===== src/rtl/collision_detector_pkg.sv =====
// Shared constants and encodings for the collision detector and its probe
// address generator.
package collision_detector_pkg;

    localparam int CHAR_X        = 72;
    localparam int CHAR_SIZE     = 16;
    localparam int TILE_SHIFT    = 3;
    localparam int MAP_COLS_LOG2 = 7;
    localparam int MAP_ROWS      = 15;
    localparam int NUM_PROBES    = 8;

    typedef enum logic [1:0] {
        ST_IDLE  = 2'd0,
        ST_PROBE = 2'd1,
        ST_LAST  = 2'd2,
        ST_DONE  = 2'd3
    } state_t;

    typedef enum logic [2:0] {
        PR_DOWN0  = 3'd0,
        PR_DOWN1  = 3'd1,
        PR_UP0    = 3'd2,
        PR_UP1    = 3'd3,
        PR_LEFT0  = 3'd4,
        PR_LEFT1  = 3'd5,
        PR_RIGHT0 = 3'd6,
        PR_RIGHT1 = 3'd7
    } probe_t;

endpackage


===== src/rtl/collision_probe_addr.sv =====
// Maps a probe index and the latched character position to a tile RAM address,
// flagging probes that fall above or below the map.
module collision_probe_addr
    import collision_detector_pkg::*;
(
    input  logic [2:0]  probe_idx,
    input  logic [9:0]  px,
    input  logic [7:0]  py,
    output logic [10:0] tile_addr,
    output logic        oob
);

    logic [9:0] probe_x;
    logic [8:0] probe_y;
    logic       y_neg;
    logic [5:0] row;
    logic [6:0] col;

    // x wraps naturally in 10 bits; y carries a ninth bit so py+16 cannot alias
    always_comb begin
        probe_x = px;
        probe_y = {1'b0, py};
        y_neg   = 1'b0;
        case (probe_t'(probe_idx))
            PR_DOWN0: begin
                probe_x = px + 10'd1;
                probe_y = {1'b0, py} + 9'(CHAR_SIZE);
            end
            PR_DOWN1: begin
                probe_x = px + 10'(CHAR_SIZE - 2);
                probe_y = {1'b0, py} + 9'(CHAR_SIZE);
            end
            PR_UP0: begin
                probe_x = px + 10'd1;
                probe_y = {1'b0, py} - 9'd1;
                y_neg   = (py == 8'd0);
            end
            PR_UP1: begin
                probe_x = px + 10'(CHAR_SIZE - 2);
                probe_y = {1'b0, py} - 9'd1;
                y_neg   = (py == 8'd0);
            end
            PR_LEFT0: begin
                probe_x = px - 10'd1;
                probe_y = {1'b0, py} + 9'd1;
            end
            PR_LEFT1: begin
                probe_x = px - 10'd1;
                probe_y = {1'b0, py} + 9'(CHAR_SIZE - 2);
            end
            PR_RIGHT0: begin
                probe_x = px + 10'(CHAR_SIZE);
                probe_y = {1'b0, py} + 9'd1;
            end
            PR_RIGHT1: begin
                probe_x = px + 10'(CHAR_SIZE);
                probe_y = {1'b0, py} + 9'(CHAR_SIZE - 2);
            end
            default: ;
        endcase
    end

    assign row       = probe_y[8:TILE_SHIFT];
    assign col       = probe_x[9:TILE_SHIFT];
    assign oob       = y_neg || (row >= 6'(MAP_ROWS));
    assign tile_addr = {row[3:0], col};

endmodule


===== src/rtl/collision_detector.sv =====
// Probes eight points around the character against the tile map and reports
// which of the four directions are blocked, using an enable/done handshake.
//
// state    | meaning
// ---------|-----------------------------------------------------------
// ST_IDLE  | waiting for enable; position is latched on exit
// ST_PROBE | 8 cycles, issue probe k, capture result of probe k-1
// ST_LAST  | capture probe 7, load all four flags together
// ST_DONE  | done high until enable drops
module collision_detector
    import collision_detector_pkg::*;
(
    input  logic        clock,
    input  logic        reset,
    input  logic        enable,
    input  logic [9:0]  scroll_x,
    input  logic [7:0]  y_position,
    input  logic        tile_solid,
    output logic [10:0] tile_addr,
    output logic        tile_rd,
    output logic        left_blocked,
    output logic        right_blocked,
    output logic        up_blocked,
    output logic        down_blocked,
    output logic        done
);

    state_t      state, state_nxt;
    logic [2:0]  probe_k;
    logic [9:0]  px;
    logic [7:0]  py;
    logic [7:0]  hits;
    logic [7:0]  hits_final;
    logic        oob_prev;
    logic        hit_in;
    logic [10:0] addr_hold;
    logic [10:0] probe_addr;
    logic        probe_oob;

    collision_probe_addr u_probe_addr (
        .probe_idx (probe_k),
        .px        (px),
        .py        (py),
        .tile_addr (probe_addr),
        .oob       (probe_oob)
    );

    always_ff @(posedge clock or posedge reset) begin
        if (reset) state <= ST_IDLE;
        else       state <= state_nxt;
    end

    always_comb begin
        state_nxt = state;
        case (state)
            ST_IDLE:  if (enable) state_nxt = ST_PROBE;
            ST_PROBE: if (probe_k == 3'(NUM_PROBES - 1)) state_nxt = ST_LAST;
            ST_LAST:  state_nxt = ST_DONE;
            ST_DONE:  if (!enable) state_nxt = ST_IDLE;
            default:  state_nxt = ST_IDLE;
        endcase
    end

    // Out-of-bounds slots skip the read; the address bus holds its last value
    always_comb begin
        tile_rd   = 1'b0;
        tile_addr = addr_hold;
        done      = 1'b0;
        case (state)
            ST_PROBE: begin
                tile_rd = !probe_oob;
                if (!probe_oob) tile_addr = probe_addr;
            end
            ST_DONE:  done = 1'b1;
            default:  ;
        endcase
    end

    assign hit_in     = oob_prev | tile_solid;
    assign hits_final = {hit_in, hits[6:0]};

    always_ff @(posedge clock or posedge reset) begin
        if (reset) begin
            probe_k       <= '0;
            px            <= '0;
            py            <= '0;
            hits          <= '0;
            oob_prev      <= 1'b0;
            addr_hold     <= '0;
            left_blocked  <= 1'b0;
            right_blocked <= 1'b0;
            up_blocked    <= 1'b0;
            down_blocked  <= 1'b0;
        end else begin
            if (state == ST_IDLE && enable) begin
                px <= scroll_x + 10'(CHAR_X);
                py <= y_position;
            end
            if (state == ST_PROBE) begin
                probe_k  <= probe_k + 3'd1;
                oob_prev <= probe_oob;
                if (probe_k != 3'd0) hits[probe_k - 3'd1] <= hit_in;
                if (!probe_oob) addr_hold <= probe_addr;
            end else begin
                probe_k <= '0;
            end
            if (state == ST_LAST) begin
                hits[7]       <= hit_in;
                down_blocked  <= hits_final[PR_DOWN0]  | hits_final[PR_DOWN1];
                up_blocked    <= hits_final[PR_UP0]    | hits_final[PR_UP1];
                left_blocked  <= hits_final[PR_LEFT0]  | hits_final[PR_LEFT1];
                right_blocked <= hits_final[PR_RIGHT0] | hits_final[PR_RIGHT1];
            end
        end
    end

endmodule


===== config.mk =====
export PLATFORM = sky130hd
export DESIGN_NAME = collision_detector
export DESIGN_NICKNAME = d
export VERILOG_FILES = /design/src/rtl/collision_detector_pkg.sv /design/src/rtl/collision_probe_addr.sv /design/src/rtl/collision_detector.sv
export SDC_FILE = /design/constraint.sdc
export NUM_CORES = 1
export LEC_CHECK = 0
export ABC_AREA = 1
export CORE_ASPECT_RATIO = 0.75
export CORE_MARGIN = 2
export CORE_UTILIZATION = 57
export CTS_CLUSTER_DIAMETER = 80
export DETAILED_ROUTE_END_ITERATION = 16
export GPL_TIMING_DRIVEN = 0
export HOLD_SLACK_MARGIN = 0.02
export PLACE_DENSITY = 0.85
export SYNTH_ARGS = -nofsm -noshare
export SYNTH_HDL_FRONTEND = slang
export SYNTH_SLANG_ARGS = --single-unit

===== constraint.sdc =====
create_clock -name clock -period 4.8 [get_ports clock]
set_input_delay 0.96 -clock clock [delete_from_list [all_inputs] [get_ports clock]]
set_output_delay 0.96 -clock clock [all_outputs]
set_load 0.03 [all_outputs]

# [Yosys cells after proc, flatten, opt, wreduce, memory -nomap -nowiden]
# Index checks and enable logic that the tools add are counted.
# Widths: inputs -> output; s select.
[word_totals] register_bits=47 inputBits=22 output_inout_bits=17 wordCells=83
[classes] n_addsub=11 n_lt_le_gt_ge=3 eq_ne=13 mux=18 bitwise_logic=5 reduce_logical=21
[ops] cell="$pmux 10 s4" n=1
[ops] cell="$pmux 9 s4" n=1
[ops] cell="$mux 11" n=2
[ops] cell="$mux 8" n=2
[ops] cell="$reduce_or 2->1" n=8
[ops] cell="$eq 3x3->1 const B" n=4
[ops] cell="$add 10x1->10 const B" n=1
[ops] cell="$add 10x4->10 const B" n=1
[ops] cell="$add 10x5->10 const B" n=1
[ops] cell="$add 10x7->10 const B" n=1
[ops] cell="$sub 10x1->10 const B" n=1
[ops] cell="$add 8x1->9 const B" n=1
[ops] cell="$add 8x4->9 const B" n=1
[ops] cell="$add 8x5->9 const B" n=1
[ops] cell="$sub 8x1->9 const B" n=1
[ops] cell="$bwmux 8" n=1
[ops] cell="$logic_not 8->1" n=1
[ops] cell="$pmux 2 s4" n=1
[ops] cell="$eq 3x2->1 const B" n=2
[ops] cell="$ge 6x4->1 const B" n=1
[ops] cell="$mux 2" n=3
[ops] cell="$ne 2x2->1 const B" n=3
[ops] cell="$mux 1" n=5
[ops] cell="$or 1x1->1" n=5
[ops] cell="other kinds (18)" n=22

# [Logic depth before layout (Yosys ltp)]
[logic_depth] word_depth=9 ltp_mapped=18 ltp_nobuf=17

# [Cells and area by module]
# A second synthesis with hierarchy kept.
[hier_totals] cells_unflattened=485 hier_area_um2=3394.5
[modules_own_cells] module="collision_detector" n_inst=1 cells_per_inst=244 area_per_inst_um2=2079.5 seq_area_each_um2=1151.1
[modules_own_cells] module="collision_probe_addr" n_inst=1 cells_per_inst=241 area_per_inst_um2=1315.0 seq_area_each_um2=0.0

# [Worst setup path after synthesis]
# No wires, ideal clock.
[synth_timing] path_kind="reg2out" startpoint="register probe_k[0]" endpoint="output port tile_addr[7]" arrival_ps=2834 required_time_ps=3840 setup_slack_ps=1006 path_stages_with_launch=15 n_path_buf=1 cell_sequence="dfrtp_1 inv_1 ha_1 o21ai_2 ha_1 nand2_1 inv_1 nor3_1 nand2_1 nand2_1 nand3_2 a21oi_4 nand2_4 buf_6 o21ai_1"
[synth_via] elab_chain_cells=7 elab_cells_between_ends=18 classes_between="order compare: 1; eq/ne: 7; mux: 4; reduce/logical: 6"
[synth_lines] element="start: declaration" line_no="collision_detector.sv:29" rtl="logic [2:0] probe_k;"
[synth_lines] element="start signal: assignment" line_no="collision_detector.sv:100" rtl="probe_k <= probe_k + 3'd1;"
[synth_lines] element="$eq 3x3->1, or another cell as far along" line_no="collision_probe_addr.sv:24" rtl="case (probe_t'(probe_idx))"
[synth_lines] element="$reduce_or 2->1 (no line)"
[synth_lines] element="$pmux 9 s4" line_no="collision_probe_addr.sv:24"
[synth_lines] element="$ge 6x4->1" line_no="collision_probe_addr.sv:65" rtl="assign oob = y_neg || (row >= 6'(MAP_ROWS));"
[synth_lines] element="$logic_or 1x1->1" line_no="collision_probe_addr.sv:65"
[synth_lines] element="$mux 11 (*) (2 in a row)"
[synth_lines] element="end: declaration" line_no="collision_detector.sv:19" rtl="output logic [10:0] tile_addr,"
# Mark *: on every way between the ends. The rest lies on a longest branch, timed or not.

# [Final worst setup path]
[layout_timing] startpoint="register probe_k[0]" endpoint="output port tile_addr[3]"
# The elaborated chain is that of the path after synthesis.

==> results by group <==
Global route
  – Initial antenna violation count: 0
  – Vias in the first global route: ~3100
  – First-pass GRT wire length: between 10 and 15 mm
  – Overflow left after global routing: 0
  – Total GRT Usage: between 20% and 30%
  – Largest net degree at the start of global routing: 32

Drt
  – Final wirelength: about 8.4 mm
  – Vias after detailed routing: about 3300
  – Routed vias/inst: ~5.5
  – DR DRC count: 0
  – DR WL/cell: about 14 um
  – ANT nets after route: 0
  – Initial DRC count: approximately 180
  – First-pass DRT Iterations: 5

Timing
  – Worst Max-Slew Pin Slew: between 0.6 and 0.7 ns
  – Tmin final: 4.55 ns
  – FMAX: 220 MHz
  – Endpoints failing hold: 0
  – Worst hold margin: ~0.48 ns
  – Skew final: 0.00948 ns
  – Slew Limit Fails: 0
  – Endpoints failing setup: 0
  – Final period util: a little over nine tenths
  – Max_slew headroom: between 50% and 60%

Yosys
  – Top cell type by total area after synthesis: dfrtp_1
  – Post-synthesis mux area share: 0%
  – Fraction of registers with async set/reset: 100%
  – Synth Area in Compound Gates: ~16%
  – Yosys reg bits: 46
  – Synth Area in Simple Gates: 30.6%
  – Xor/xnor share of the synthesized area: under 10%
  – Largest family of logic cells by synthesized area: simple AND/OR/NAND/NOR gates
  – Most frequent cells after synthesis: 127 x nand2_1, 64 x inv_1, 46 x dfrtp_1
  – Dominant synthesized flop cell: dfrtp_1
  – Synth Warn #: 0
  – Top cells by area, synth: dfrtp_1 34%, nand2_1 14%, ha_1 9.6%
  – Syn nets: approximately 520
  – Synth Area per Inst: 7.13 um2
  – Adder-Cell Fraction of Synth Area: a little under a tenth
  – Seq/Total Area, Yosys: 33.9%
  – Post-synth EDFFs: 0
  – Post-Syn Area: between 3000 and 4000 um2
  – Gate Count Post-Synth: between 400 and 500
  – Synth cell types: slightly above 40
  – Top-area cell type share of the netlist area: 33.9%
  – Count leader, synth: nand2_1

CTS
  – Clock-pin slew on the worst setup and hold paths: approximately 0.1 ns
  – Maximum clock insertion buffer count: 2
  – CTS sink count: 46
  – Htree depth: 2
  – CTS buffer count: 5
  – Root Driver: clkbuf_8
  – Clk_lat worst skew: 0.31 ns
  – Hold buffers post-CTS: 0
  – CTS tree: yes

Final layout
  – Post-Layout Cell Count: 602
  – Filler cells: roughly 500
  – Core Util, Final: roughly 70%
  – Share of cells above drive strength 1: under 10%
  – Total Nets Final: 571
  – Area delta synth->final: 18.7%
  – Ant diodes: 0

Floorplan
  – Ports: 39
  – Initial cell density of the core: between 50% and 60%
  – Core outline area: approximately 5800 um2
  – Full die area: 6600 um2
  – # rows: 24
  – Die W: around 93 um
  – Die Span Y: 70.8 um

Power and ir drop
  – P_leak: 2.13 nW
  – Pwr Total: between 0.002 and 0.003 W
  – VDD IR max: ~0.31 mV
  – Pwr/cell area: roughly 630 nW/um2

Setup path
  – Arr. time, crit path: approximately 3.6 ns
  – CP endpoint kind: output port
  – Critical path class: flip-flop to output port
  – Critical Path Start Type: flip-flop
  – CP Max Fanout: 7
  – Req. time, crit path: 3.84 ns

Outcome
  – Status: completed

Placement
  – GPL Wtd Cong: just under 1
  – Post-DP HPWL: ~6.5 mm
  – Cell count after placement: approximately 590
  – PortBufs: 38

Run
  – Max cap viols: 0

Min path
  – Tightest Hold Check Type: flip-flop to flip-flop
-- cell families after synthesis --
kind of cell | count (synthesis)
compound gates | 93
xor+xnor | 4
fa+ha+maj | 26
buf+inv | 73
flops | 46
simple gates | 234
-- cells in the final DEF, fill, tap and decap left out, drive strengths merged, types with 9 or more instances in the layout --
| cell | instances |
|---|---|
| clkbuf | 9 |
| a21oi | 31 |
| dfrtp | 46 |
| o21ai | 39 |
| clkdlybuf4s50 | 28 |
| inv | 68 |
| nand3 | 35 |
| nor2 | 45 |
| nand2 | 135 |
| ha | 26 |
-- cell type report --
cell class | count | area [um2] | share of cell area [%]
repair buffers | 40 | 422 | 10.5
flip-flops and latches | 46 | 1150 | 28.6
multi-input cells | 357 | 1970 | 49.0
clock buffers | 5 | 68.8 | 1.71
inverters | 67 | 254 | 6.30
clock inverters | 3 | 25.0 | 0.621
plain buffers | 6 | 37.5 | 0.931
well taps | 78 | 97.6 | 2.42
-- critical path, cell delays in order (launching register included) --
cell and delay (ns):
dfrtp_2 0.47, inv_1 0.14, ha_2 0.28, inv_1 0.11, a21oi_4 0.21, ha_1 0.30, a21oi_1 0.21, o21ai_0 0.14
a21oi_1 0.23, or2_2 0.17, nand2_1 0.05, a21oi_1 0.17, nand3_1 0.09, nand2_1 0.08, inv_1 0.05, clkdlybuf4s50_1 0.58
-- power breakdown --
| part | total (W) | internal (W) | switching [W] |
|---|---|---|---|
| Combinational | 0.00161 | 0.000566 | 0.00104 |
| Clock | 0.000257 | 0.000106 | 0.000152 |
| Sequential | 0.000692 | 0.000540 | 0.000152 |
| Total | 0.00256 | 0.00121 | 0.00135 |
-- routing by layer --
layer  global-route usage, %  up-vias  routed length, um
met4                    5.88        0                132
met3                    4.05       17                524
li1                        -     1657                  -
met1                    39.0     1507               3980
met5                       0        -                  0
met2                    42.4      129               3720
-- final timing paths --
kind / slack (ns) / endpoint / from / cells past startpoint
max in group asynchronous: 3.37 / probe_k[0] / reset / 3
worst max-delay path: 0.25 / tile_addr[3] / probe_k[0] / 15
worst min-delay path: 0.48 / addr_hold[9] / addr_hold[9] / 2
min in group asynchronous: 0.93 / hits[6] / reset / 2
worst min register to register: 0.48 / addr_hold[9] / addr_hold[9] / 2
worst max register to register: 1.96 / addr_hold[5] / probe_k[0] / 16
-- flip-flops by register name, summed over array words and instances (netlist names) --
name / flops
down_blocked: 1
left_blocked: 1
oob_prev: 1
state: 2
right_blocked: 1
probe_k: 3
hits: 7
px: 10
py: 8
addr_hold: 11
up_blocked: 1
-- what timing repair did --
| item | 4_1_cts | 5_1_grt |
|---|---|---|
| resized for setup | 6 | 9 |
| endpoints found under the setup margin | 8 | 11 |
| buffers inserted | 0 | 1 |
| pin swaps | 0 | 1 |
-- stage by stage --
stage          area, um2  TNS (ns)  setup WS, ns
2_1_floorplan       3400         0          1.01
3_3_place_gp        3870  -0.00387      -0.00387
6_report            4030         0         0.245
4_1_cts             4000   -0.0194       -0.0194
3_5_place_dp        3890    -0.224       -0.0977
5_1_grt             4030  -0.00380      -0.00380
No activity file was read; power rests on OpenSTA's default activity.
